===== src/rtl/raster_pkg.sv =====
// Shared state encoding and width helpers for the raster walker.
package raster_pkg;

    typedef enum logic [1:0] {IDLE, SETUP, WALK, DRAIN} rw_state_e;

    localparam int XW_DEF = 10;
    localparam int YW_DEF = 10;
    localparam int DW_DEF = 8;
    localparam int ZW_DEF = 7;

    function automatic int max_w(input int a, input int b);
        return (a > b) ? a : b;
    endfunction

    // Edge accumulators must hold coordinate-delta times edge-delta products plus sums.
    function automatic int edge_w(input int cw, input int dw);
        return 2*dw + cw + 2;
    endfunction

    function automatic int wgt_w(input int dw);
        return 2*dw + 2;
    endfunction

    function automatic int sum_w(input int dw);
        return 2*dw + 3;
    endfunction

endpackage


===== src/rtl/raster_weight.sv =====
// Perspective-weighted barycentrics for one visible pixel (combinational).
module raster_weight #(
    parameter int EW = 28,
    parameter int ZW = 7,
    parameter int WW = 18
) (
    input  logic signed [EW-1:0] u,
    input  logic signed [EW-1:0] v,
    input  logic signed [EW-1:0] w,
    input  logic [ZW-1:0]        bz,
    input  logic [ZW-1:0]        cz,
    output logic [WW-1:0]        uw,
    output logic [WW-1:0]        vw,
    output logic [WW-1:0]        ww,
    output logic [WW:0]          aw
);

    // Only visible pixels are weighted, so u/v/w are non-negative here.
    logic [EW+ZW-1:0] vp, wp;
    logic             unused_bits;

    assign vp = {{ZW{1'b0}}, v} * {{EW{1'b0}}, bz};
    assign wp = {{ZW{1'b0}}, w} * {{EW{1'b0}}, cz};

    assign uw = u[WW:1];
    assign vw = vp[ZW +: WW];
    assign ww = wp[ZW +: WW];
    assign aw = {1'b0, uw} + {1'b0, vw} + {1'b0, ww};

    assign unused_bits = ^{u[EW-1:WW+1], u[0], vp[ZW-1:0], vp[EW+ZW-1:ZW+WW],
                           wp[ZW-1:0], wp[EW+ZW-1:ZW+WW]};

endmodule


===== src/rtl/raster_walker.sv =====
// Bounding-box triangle walker: incremental edge functions, one pixel per cycle,
// two-stage fragment pipeline with backpressure.
module raster_walker
    import raster_pkg::*;
#(
    parameter int XW = XW_DEF,
    parameter int YW = YW_DEF,
    parameter int DW = DW_DEF,
    parameter int ZW = ZW_DEF
) (
    input  logic                 clk,
    input  logic                 rst_n,
    input  logic                 tri_valid,
    output logic                 tri_ready,
    input  logic [XW-1:0]        ax,
    input  logic [YW-1:0]        ay,
    input  logic signed [DW-1:0] abx,
    input  logic signed [DW-1:0] aby,
    input  logic signed [DW-1:0] acx,
    input  logic signed [DW-1:0] acy,
    input  logic [ZW-1:0]        bz,
    input  logic [ZW-1:0]        cz,
    input  logic [XW-1:0]        bx0,
    input  logic [YW-1:0]        by0,
    input  logic [XW-1:0]        bx1,
    input  logic [YW-1:0]        by1,
    output logic                 frag_valid,
    input  logic                 frag_ready,
    output logic [XW-1:0]        frag_x,
    output logic [YW-1:0]        frag_y,
    output logic [2*DW+1:0]      frag_uw,
    output logic [2*DW+1:0]      frag_vw,
    output logic [2*DW+1:0]      frag_ww,
    output logic [2*DW+2:0]      frag_aw,
    output logic                 tri_done
);

    localparam int CW     = max_w(XW, YW);
    localparam int EW     = edge_w(CW, DW);
    localparam int WW     = wgt_w(DW);
    localparam int AW     = sum_w(DW);
    localparam int STAGES = 1;

    typedef logic signed [EW-1:0] edge_t;

    typedef struct packed {
        logic [XW-1:0] ax;
        logic [YW-1:0] ay;
        logic [DW-1:0] abx;
        logic [DW-1:0] aby;
        logic [DW-1:0] acx;
        logic [DW-1:0] acy;
        logic [ZW-1:0] bz;
        logic [ZW-1:0] cz;
        logic [XW-1:0] bx0;
        logic [YW-1:0] by0;
        logic [XW-1:0] bx1;
        logic [YW-1:0] by1;
    } tri_t;

    rw_state_e         state;
    tri_t              tri_q;
    edge_t             v_q, w_q, abs_q, dvx_q, dwx_q, rowv_q, roww_q;
    logic [XW:0]       xc;
    logic [YW:0]       yc;
    logic [STAGES:0]   vld_pipe;
    logic              stall, issue, vis, last_x, last_y;
    edge_t             u_c;

    // Setup arithmetic, evaluated from the captured triangle
    edge_t abx_e, aby_e, acx_e, acy_e, apx_e, apy_e, sa_e, abs_e;
    edge_t v0_e, w0_e, dvx_e, dwx_e, rowv_e, roww_e, span_e;
    logic  s_pos;

    always_comb begin
        abx_e  = EW'($signed(tri_q.abx));
        aby_e  = EW'($signed(tri_q.aby));
        acx_e  = EW'($signed(tri_q.acx));
        acy_e  = EW'($signed(tri_q.acy));
        apx_e  = EW'($signed({1'b0, tri_q.bx0})) - EW'($signed({1'b0, tri_q.ax}));
        apy_e  = EW'($signed({1'b0, tri_q.by0})) - EW'($signed({1'b0, tri_q.ay}));
        sa_e   = abx_e * acy_e - aby_e * acx_e;
        s_pos  = !sa_e[EW-1] && (sa_e != '0);
        abs_e  = s_pos ? sa_e : -sa_e;
        v0_e   = apx_e * acy_e - apy_e * acx_e;
        w0_e   = abx_e * apy_e - aby_e * apx_e;
        if (!s_pos) begin
            v0_e = -v0_e;
            w0_e = -w0_e;
        end
        dvx_e  = s_pos ? acy_e : -acy_e;
        dwx_e  = s_pos ? -aby_e : aby_e;
        span_e = EW'({1'b0, tri_q.bx1 - tri_q.bx0});
        // Row step: one y step, then undo the span of x steps taken on this row
        rowv_e = (s_pos ? -acx_e : acx_e) - span_e * dvx_e;
        roww_e = (s_pos ? abx_e : -abx_e) - span_e * dwx_e;
    end

    assign stall  = vld_pipe[STAGES] && !frag_ready;
    assign issue  = (state == WALK) && !stall;
    assign u_c    = abs_q - v_q - w_q;
    assign vis    = !u_c[EW-1] && !v_q[EW-1] && !w_q[EW-1];
    assign last_x = (xc == {1'b0, tri_q.bx1});
    assign last_y = (yc == {1'b0, tri_q.by1});

    always_ff @(posedge clk or negedge rst_n) begin
        if (!rst_n) begin
            state     <= IDLE;
            tri_ready <= 1'b1;
            tri_done  <= 1'b0;
            tri_q     <= '0;
            v_q       <= '0;
            w_q       <= '0;
            abs_q     <= '0;
            dvx_q     <= '0;
            dwx_q     <= '0;
            rowv_q    <= '0;
            roww_q    <= '0;
            xc        <= '0;
            yc        <= '0;
        end else begin
            tri_done <= 1'b0;
            case (state)
                IDLE: if (tri_valid && tri_ready) begin
                    tri_q     <= '{ax: ax, ay: ay, abx: abx, aby: aby, acx: acx, acy: acy,
                                   bz: bz, cz: cz, bx0: bx0, by0: by0, bx1: bx1, by1: by1};
                    tri_ready <= 1'b0;
                    state     <= SETUP;
                end
                SETUP: begin
                    v_q    <= v0_e;
                    w_q    <= w0_e;
                    abs_q  <= abs_e;
                    dvx_q  <= dvx_e;
                    dwx_q  <= dwx_e;
                    rowv_q <= rowv_e;
                    roww_q <= roww_e;
                    xc     <= {1'b0, tri_q.bx0};
                    yc     <= {1'b0, tri_q.by0};
                    state  <= (sa_e == '0) ? DRAIN : WALK;
                end
                WALK: if (!stall) begin
                    if (last_x && last_y) begin
                        state <= DRAIN;
                    end else if (last_x) begin
                        xc  <= {1'b0, tri_q.bx0};
                        yc  <= yc + 1'b1;
                        v_q <= v_q + rowv_q;
                        w_q <= w_q + roww_q;
                    end else begin
                        xc  <= xc + 1'b1;
                        v_q <= v_q + dvx_q;
                        w_q <= w_q + dwx_q;
                    end
                end
                DRAIN: if (vld_pipe == '0) begin
                    tri_done  <= 1'b1;
                    tri_ready <= 1'b1;
                    state     <= IDLE;
                end
                default: state <= IDLE;
            endcase
        end
    end

    logic [XW-1:0] s1_x;
    logic [YW-1:0] s1_y;
    edge_t         s1_u, s1_v, s1_w;
    logic [WW-1:0] uw_c, vw_c, ww_c;
    logic [AW-1:0] aw_c;

    raster_weight #(.EW(EW), .ZW(ZW), .WW(WW)) u_weight (
        .u  (s1_u),
        .v  (s1_v),
        .w  (s1_w),
        .bz (tri_q.bz),
        .cz (tri_q.cz),
        .uw (uw_c),
        .vw (vw_c),
        .ww (ww_c),
        .aw (aw_c)
    );

    always_ff @(posedge clk or negedge rst_n) begin
        if (!rst_n) begin
            vld_pipe <= '0;
            s1_x     <= '0;
            s1_y     <= '0;
            s1_u     <= '0;
            s1_v     <= '0;
            s1_w     <= '0;
            frag_x   <= '0;
            frag_y   <= '0;
            frag_uw  <= '0;
            frag_vw  <= '0;
            frag_ww  <= '0;
            frag_aw  <= '0;
        end else if (!stall) begin
            vld_pipe[0] <= issue && vis;
            if (issue && vis) begin
                s1_x <= xc[XW-1:0];
                s1_y <= yc[YW-1:0];
                s1_u <= u_c;
                s1_v <= v_q;
                s1_w <= w_q;
            end
            vld_pipe[STAGES] <= vld_pipe[0];
            // Output register only loads real fragments so it stays put between them
            if (vld_pipe[0]) begin
                frag_x  <= s1_x;
                frag_y  <= s1_y;
                frag_uw <= uw_c;
                frag_vw <= vw_c;
                frag_ww <= ww_c;
                frag_aw <= aw_c;
            end
        end
    end

    assign frag_valid = vld_pipe[STAGES];

endmodule


===== config.mk =====
export PLATFORM = sky130hd
export DESIGN_NAME = raster_walker
export DESIGN_NICKNAME = d
export VERILOG_FILES = /design/src/rtl/raster_pkg.sv /design/src/rtl/raster_weight.sv /design/src/rtl/raster_walker.sv
export SDC_FILE = /design/constraint.sdc
export NUM_CORES = 2
export LEC_CHECK = 0
export CAP_MARGIN = 20
export CELL_PAD_IN_SITES_DETAIL_PLACEMENT = 1
export CELL_PAD_IN_SITES_GLOBAL_PLACEMENT = 1
export CORE_MARGIN = 2
export CORE_UTILIZATION = 40
export DETAILED_ROUTE_END_ITERATION = 16
export GPL_ROUTABILITY_DRIVEN = 0
export HOLD_SLACK_MARGIN = 0.02
export PLACE_DENSITY_LB_ADDON = 0.1
export SLEW_MARGIN = 40
export SYNTH_ARGS = -nofsm -noshare
export SYNTH_HDL_FRONTEND = slang
export SYNTH_SLANG_ARGS = --single-unit

===== constraint.sdc =====
create_clock -name clk -period 20.1 [get_ports clk]
set_clock_uncertainty 0.05 [all_clocks]
set_input_delay 6.03 -clock clk [delete_from_list [all_inputs] [get_ports clk]]
set_output_delay 6.03 -clock clk [all_outputs]
set_load 0.05 [all_outputs]

---- Yosys cells after proc, flatten, opt, wreduce, memory -nomap -nowiden ----
Cells that the tools add are included.
Widths: inputs -> output; s select.
operators by class
  $add $sub $neg .......................... 25
  multiplexer cells ....................... 34
  bitwise gates (word level) .............. 1
  reduce and logical (&&, ||, !) cells .... 27
  multiply operators ...................... 10
  eq/ne operators ......................... 11
operators by type and width
  kind                   count
  $mux 28                13
  $add 28x28->28         4
  $neg 8->28             4
  $pmux 28 s2            2
  $sub 28x28->28         4
  $mux 11                6
  $mul 11x28->28         2
  $mul 28x7->25          2
  $neg 20->28            2
  $pmux 11 s2            2
  $sub 19x19->20         2
  $mul 11x8->19          2
  $mul 8x11->19          2
  $mul 8x8->16           2
  $logic_not 28->1       1
  $neg 17->28            1
  $reduce_bool 28->1     1
  $add 11x1->11 const B  2
  $eq 11x10->1           2
  $sub 10x10->11         2
  $add 18x18->19         1
  $add 19x18->19         1
  $sub 16x16->17         1
  $ne 2x2->1 const B     5
  16 further kinds       42
word-level totals
  word-level logic and storage cells ...... 144
  input bits .............................. 110
  output and inout port bits .............. 96
  flip-flop bits (word level) ............. 518

---- Logic depth before layout (Yosys ltp) ----
  word-level depth ........................ 7
  mapped depth ............................ 55
  mapped depth without buffers ............ 49

---- Hierarchy ----
From an unflattened synthesis, not the netlist that was laid out.
unflattened totals
  cells, all modules ...................... 7934
  area, all modules ....................... 73316.6 um^2
modules (own cells, without submodules)
  module         cells each  area an instance (um^2)  sequential area each (um^2)  instances
  raster_walker  6763        63348.3                  12963.7                      1
  raster_weight  1171        9968.3                   0.0                          1

---- Worst setup path after synthesis ----
Ideal clock, no wire load.
  path type ............................... register to register
  start point ............................. register tri_q (netlist bit aby_e[7])
  end point ............................... register roww_q[25]
  data required time ...................... 19.930 ns
  arrival ................................. 12.707 ns
  slack ................................... 7.223 ns
  buffers on the path ..................... 7
  library setup time ...................... 0.120 ns
  period minus slack after synthesis ...... 12.877 ns
  cell stages (with the launch flop) ...... 51
  cell sequence ........................... dfrtp_1 > clkbuf_1 > inv_1 > clkbuf_1 > buf_1 > nor2_1 > fa_1 > inv_1 > fa_1 > fa_1 > fa_1 > fa_1 > inv_1 > fa_1 > inv_1 > ha_1 > a21o_1 > a21oi_1 > [15 not listed] > inv_1 > fa_1 > fa_1 > inv_1 > fa_1 > inv_1 > ha_1 > a21o_1 > a21oi_1 > nor2b_1 > o21ai_0 > nand2b_1 > a211oi_1 > a21boi_2 > a211oi_2 > nor3_2 > or4_1 > a31o_1
on the way
  longest elaborated chain between the ends .. 7
  elaborated cells between the ends (all ways) .. 10
  those cells by class .................... add/sub (3); mul (2); mux (2); reduce/logical (3)
RTL lines
  item                                                          line                  text
  start: declaration                                            raster_walker.sv:62   tri_t tri_q;
  start signal: assignment                                      raster_walker.sv:125  tri_q <= '{ax: ax, ay: ay, abx: abx, aby: aby, acx: acx, acy: acy,
  $mul 8x8->16                                                  raster_walker.sv:82   sa_e = abx_e * acy_e - aby_e * acx_e;
  $sub 16x16->17                                                raster_walker.sv:82
  $reduce_bool 28->1 / $logic_not 1->1 (equally long branches)  raster_walker.sv:83   s_pos = !sa_e[EW-1] && (sa_e != '0);
  $logic_and 1x1->1                                             raster_walker.sv:83
  $mux 28                                                       raster_walker.sv:92   dwx_e = s_pos ? -aby_e : aby_e;
  $mul 11x28->28                                                raster_walker.sv:96   roww_e = (s_pos ? abx_e : -abx_e) - span_e * dwx_e;
  $sub 28x28->28 *                                              raster_walker.sv:96
  end signal: assignment                                        raster_walker.sv:137  roww_q <= roww_e;
  end: declaration                                              raster_walker.sv:63   edge_t v_q, w_q, abs_q, dvx_q, dwx_q, rowv_q, roww_q;
Every way passes the cells marked *; elsewhere a longest branch is shown, timed or not.
A chain may end at the register's enable or synchronous reset.

---- Worst setup path after layout ----
  start point ............................. register tri_q (netlist bit aby_e[7])
  end point ............................... register rowv_q[26]
on the way
  longest elaborated chain between the ends .. 7
  elaborated cells between the ends (all ways) .. 9
  those cells by class .................... add/sub (2); mul (2); mux (2); reduce/logical (3)
RTL lines
  item                                                          line                  text
  $mul 8x8->16 *                                                raster_walker.sv:82
  $sub 16x16->17 *                                              raster_walker.sv:82
  $reduce_bool 28->1 / $logic_not 1->1 (equally long branches)  raster_walker.sv:83
  $logic_and 1x1->1 *                                           raster_walker.sv:83
  $mux 28                                                       raster_walker.sv:91   dvx_e = s_pos ? acy_e : -acy_e;
  $mul 11x28->28                                                raster_walker.sv:95   rowv_e = (s_pos ? -acx_e : acx_e) - span_e * dvx_e;
  $sub 28x28->28 *                                              raster_walker.sv:95
  end signal: assignment                                        raster_walker.sv:136  rowv_q <= rowv_e;
  end: declaration                                              raster_walker.sv:63
Marked as above.

==> reports/qor.csv <==
stage,metric,value,unit
drt,# DRC,0,
logic_synthesis,ys flop type,sky130_fd_sc_hd__dfrtp_1,
logic_synthesis,Post-synth EDFFs,0,
logic_synthesis,Synth top area share,31.86,%
setup_path,maximum cell stage delay along the critical path,0.74,ns
final_layout,number of fill cells in the layout,19910,
setup_path,WP data arrival,14.81,ns
die,Die H,423.1,um
clock_network,clock input transition at the sequential cells of the worst setup and hold paths,0.06,ns
min_path,critical hold path startpoint,dwx_q[18],
drt,drt initial violations,2809,
drt,vias after detailed routing,52120,
die,Die Span X,423.1,um
setup_path,maximum fanout count along the critical path,54,
logic_synthesis,"FF+latch count, synth",501,
clock_network,Setup Buffers After CTS,0,
clock_network,clock sinks,501,
die,site row count,153,
global_routing,first-pass GRT wire length,361900,um
setup_path,Startpoint Class,flip-flop,
logic_synthesis,asr flop ratio synth,100.0,%
timing,TNS Setup,0,ns
drt,DRT Wirelength,233300,um
final_layout,share of post-route cells with drive strength above 1,8.449,%
min_path,endpoint with the worst hold slack,dwx_q[18],
timing,pins over their slew limit,0,
logic_synthesis,part of the Yosys area used for sequential elements,17.85,%
global_routing,initial antenna violation count,9,
drt,residual antenna-violating net count after detailed routing,0,
die,Core Region,0.1742,mm2
timing,hold violation total from the final report,0,
final_layout,number of nets at the end of the flow,9403,
global_routing,met1 Use GR,36.64,%
global_routing,largest net degree at the start of global routing,141,
clock_network,TritonCTS Buffers,67,
setup_path,cell mode on critical path,sky130_fd_sc_hd__fa_1,
clock_network,buffer cell driving the clock tree root,sky130_fd_sc_hd__clkbuf_16,
job,number of max-cap violations,0,
timing,Tmin final,14.32,ns
min_path,worst min path class,flip-flop to flip-flop,
die,Die Area,0.1790,mm2
setup_path,FF-to-FF setup slack,5.78,ns
final_layout,number of non-filler instances in the completed layout,10010,
global_routing,global-route usage over all layers,26.60,%
setup_path,crit path max-delay cell type,sky130_fd_sc_hd__dfrtp_1,
global_routing,vias in the first global route,57680,
setup_path,"Data required, critical path",20.59,ns
drt,1st-pass router iterations,5,
setup_path,length in cells of the worst reg-to-reg path,43,
global_routing,GRT met3 Usage,3.186,%
drt,average vias per placed instance,5.207,
clock_network,hold-fix buffer count after cts,0,
logic_synthesis,cell types with the highest counts after synthesis,"1,468 x sky130_fd_sc_hd__inv_1, 1,118 x sky130_fd_sc_hd__fa_1, 711 x sky130_fd_sc_hd__nand2_1",
clock_network,clock insertion delay at the later pin of the skew report,0.69,ns
timing,Worst-Margin Slew,0.8897,ns
logic_synthesis,largest area contributor in the synthesized netlist,sky130_fd_sc_hd__fa_1,
die,IO Pins,206,
setup_path,worst reg2reg endpoint,rowv_q[26],
global_routing,grt total ovfl,0,
timing,headroom to the max-slew limit,40.26,%
clock_network,H-tree lvl count,3,
final_layout,Layout Utilization,44.62,%
min_path,number of cells on the worst hold path,1,
setup_path,worst setup path category,flip-flop to flip-flop,
logic_synthesis,YS warnings,0,
logic_synthesis,Post-Synthesis Mean Instance Area,9.310,um2
logic_synthesis,leading post-synthesis cells by cell area,"sky130_fd_sc_hd__fa_1 32%, sky130_fd_sc_hd__dfrtp_1 18%, sky130_fd_sc_hd__ha_1 9.7%",
placed_design,HPWL after DPL,191200,um
logic_synthesis,most frequent cell after synthesis,sky130_fd_sc_hd__inv_1,
clock_network,CTS tree,yes,
logic_synthesis,Synth Net Count,9318,
global_routing,global-route layer with the greatest usage,met2,
logic_synthesis,post-synth cell types,89,
timing,final-report setup violation count,0,
clock_network,cells resized by post-CTS repair,0,
clock_network,maximum clock insertion buffer count,3,
die,starting utilization of the core area,40.33,%
global_routing,met2 capacity usage during global routing,44.18,%
placed_design,count of buffers inserted at the top-level ports,205,
timing,unrepaired setup endpoints after global routing,false,
setup_path,source of the worst register-to-register timing path,aby_e[7],
timing,fmax,69.85,MHz
placed_design,total placed cells including tap cells,9885,
setup_path,Crit. End Element,flip-flop,
logic_synthesis,area of the mapped netlist,0.07025,mm2
timing,share of the clock period used by the worst path,71.23,%
final_layout,layout-stage area growth over the synthesis result,10.65,%
logic_synthesis,Cells after Synth,7546,
drt,post-detailed-route wirelength per cell,23.31,um
run_status,outcome,"finished, final reports clean",
[routing by layer]
metal,vias to the layer above,wire [um],part of all wire (%)
met5,-,21,0.0090
met3,248,8651,3.7
met2,851,110900,48
met1,27450,106700,46
met4,4,7022,3.0
li1,23560,-,-
[per-stage QoR]
step / hold slack (ns) / cell area, um2 / setup WS [ns]
CTS: 0.4287 / 77620 / 5.658
global placement: 0.4053 / 75150 / 5.829
detailed placement: 0.4151 / 75340 / 5.711
global route: 0.4523 / 77720 / 4.924
floorplan: 0.3956 / 70250 / 7.223
finish: 0.4235 / 77730 / 5.783
[registers in the layout, indices dropped and copies added (netlist names), 11 cells and up]
| name | flops |
|---|---|
| frag_vw | 18 |
| frag_ww | 18 |
| s1_v | 25 |
| frag_uw | 18 |
| frag_aw | 19 |
| rowv_q | 28 |
| roww_q | 28 |
| s1_u | 18 |
| tri_q | 74 |
| xc | 11 |
| s1_w | 25 |
| abs_q | 28 |
| w_q | 28 |
| yc | 11 |
| dvx_q | 22 |
| v_q | 28 |
| dwx_q | 24 |
[worst max-delay path: cells and delay by family, from the launching register on]
family          cells  cell delay, ns
fa+ha+maj          13            6.06
mux                 1            0.27
simple gates        9            2.51
flops               1            0.74
compound gates     10            2.68
buf+inv             9            1.60
xor+xnor            1            0.14
[cell usage in the layout, fill, tap and decap left out, types with 204 or more instances in the layout]
master                            count
sky130_fd_sc_hd__ha_1               541
sky130_fd_sc_hd__dfrtp_1            492
sky130_fd_sc_hd__fa_1              1117
sky130_fd_sc_hd__nand2_1            709
sky130_fd_sc_hd__inv_1             1466
sky130_fd_sc_hd__clkdlybuf4s50_1    204
sky130_fd_sc_hd__mux2_2             310
sky130_fd_sc_hd__o21ai_0            234
sky130_fd_sc_hd__a21oi_1            292
sky130_fd_sc_hd__nor2_1             562
sky130_fd_sc_hd__xnor2_1            226
sky130_fd_sc_hd__and2_1             289
[layout make-up]
type                       instances  area, um2  share of cell area [%]
clock buffer                      89       1851                   2.381
multi-input combinational       5272      51450                   66.19
tap                             2325       2909                   3.742
timing repair buffer             320       3025                   3.892
inverter                        1469       5514                   7.093
sequential                       501      12550                   16.14
clock inverter                    30      427.9                  0.5505
antenna                            4      10.01                 0.01288
[worst max-delay path by stage]
| stage | to | start |
|---|---|---|
| after detailed placement | rowv_q[26] | aby_e[7] |
| after global placement | rowv_q[26] | aby_e[7] |
| after floorplan | roww_q[25] | aby_e[7] |
| after global routing | rowv_q[26] | aby_e[7] |
| final | rowv_q[26] | aby_e[7] |
| after CTS | rowv_q[26] | aby_e[7] |
[cell families (layout without fill, tap and decap cells)]
| kind of cell | count (synthesis) | count (layout) | share of synthesized area (%) |
|---|---|---|---|
| AO/OA/AOI/OAI | 898 | 898 | 7.817 |
| XOR/XNOR | 378 | 378 | 4.752 |
| AND/OR/NAND/NOR | 1995 | 1995 | 13.16 |
| adder cells (fa/ha/maj) | 1662 | 1662 | 41.55 |
| other | 0 | 4 | 0 |
| multiplexers | 339 | 339 | 5.382 |
| flip-flops | 501 | 501 | 17.85 |
| buffers and inverters | 1773 | 1908 | 9.500 |
Power is left out: the tool's default activity adds up to more than one toggle a clock period on the data nets, which glitch-free logic cannot reach.
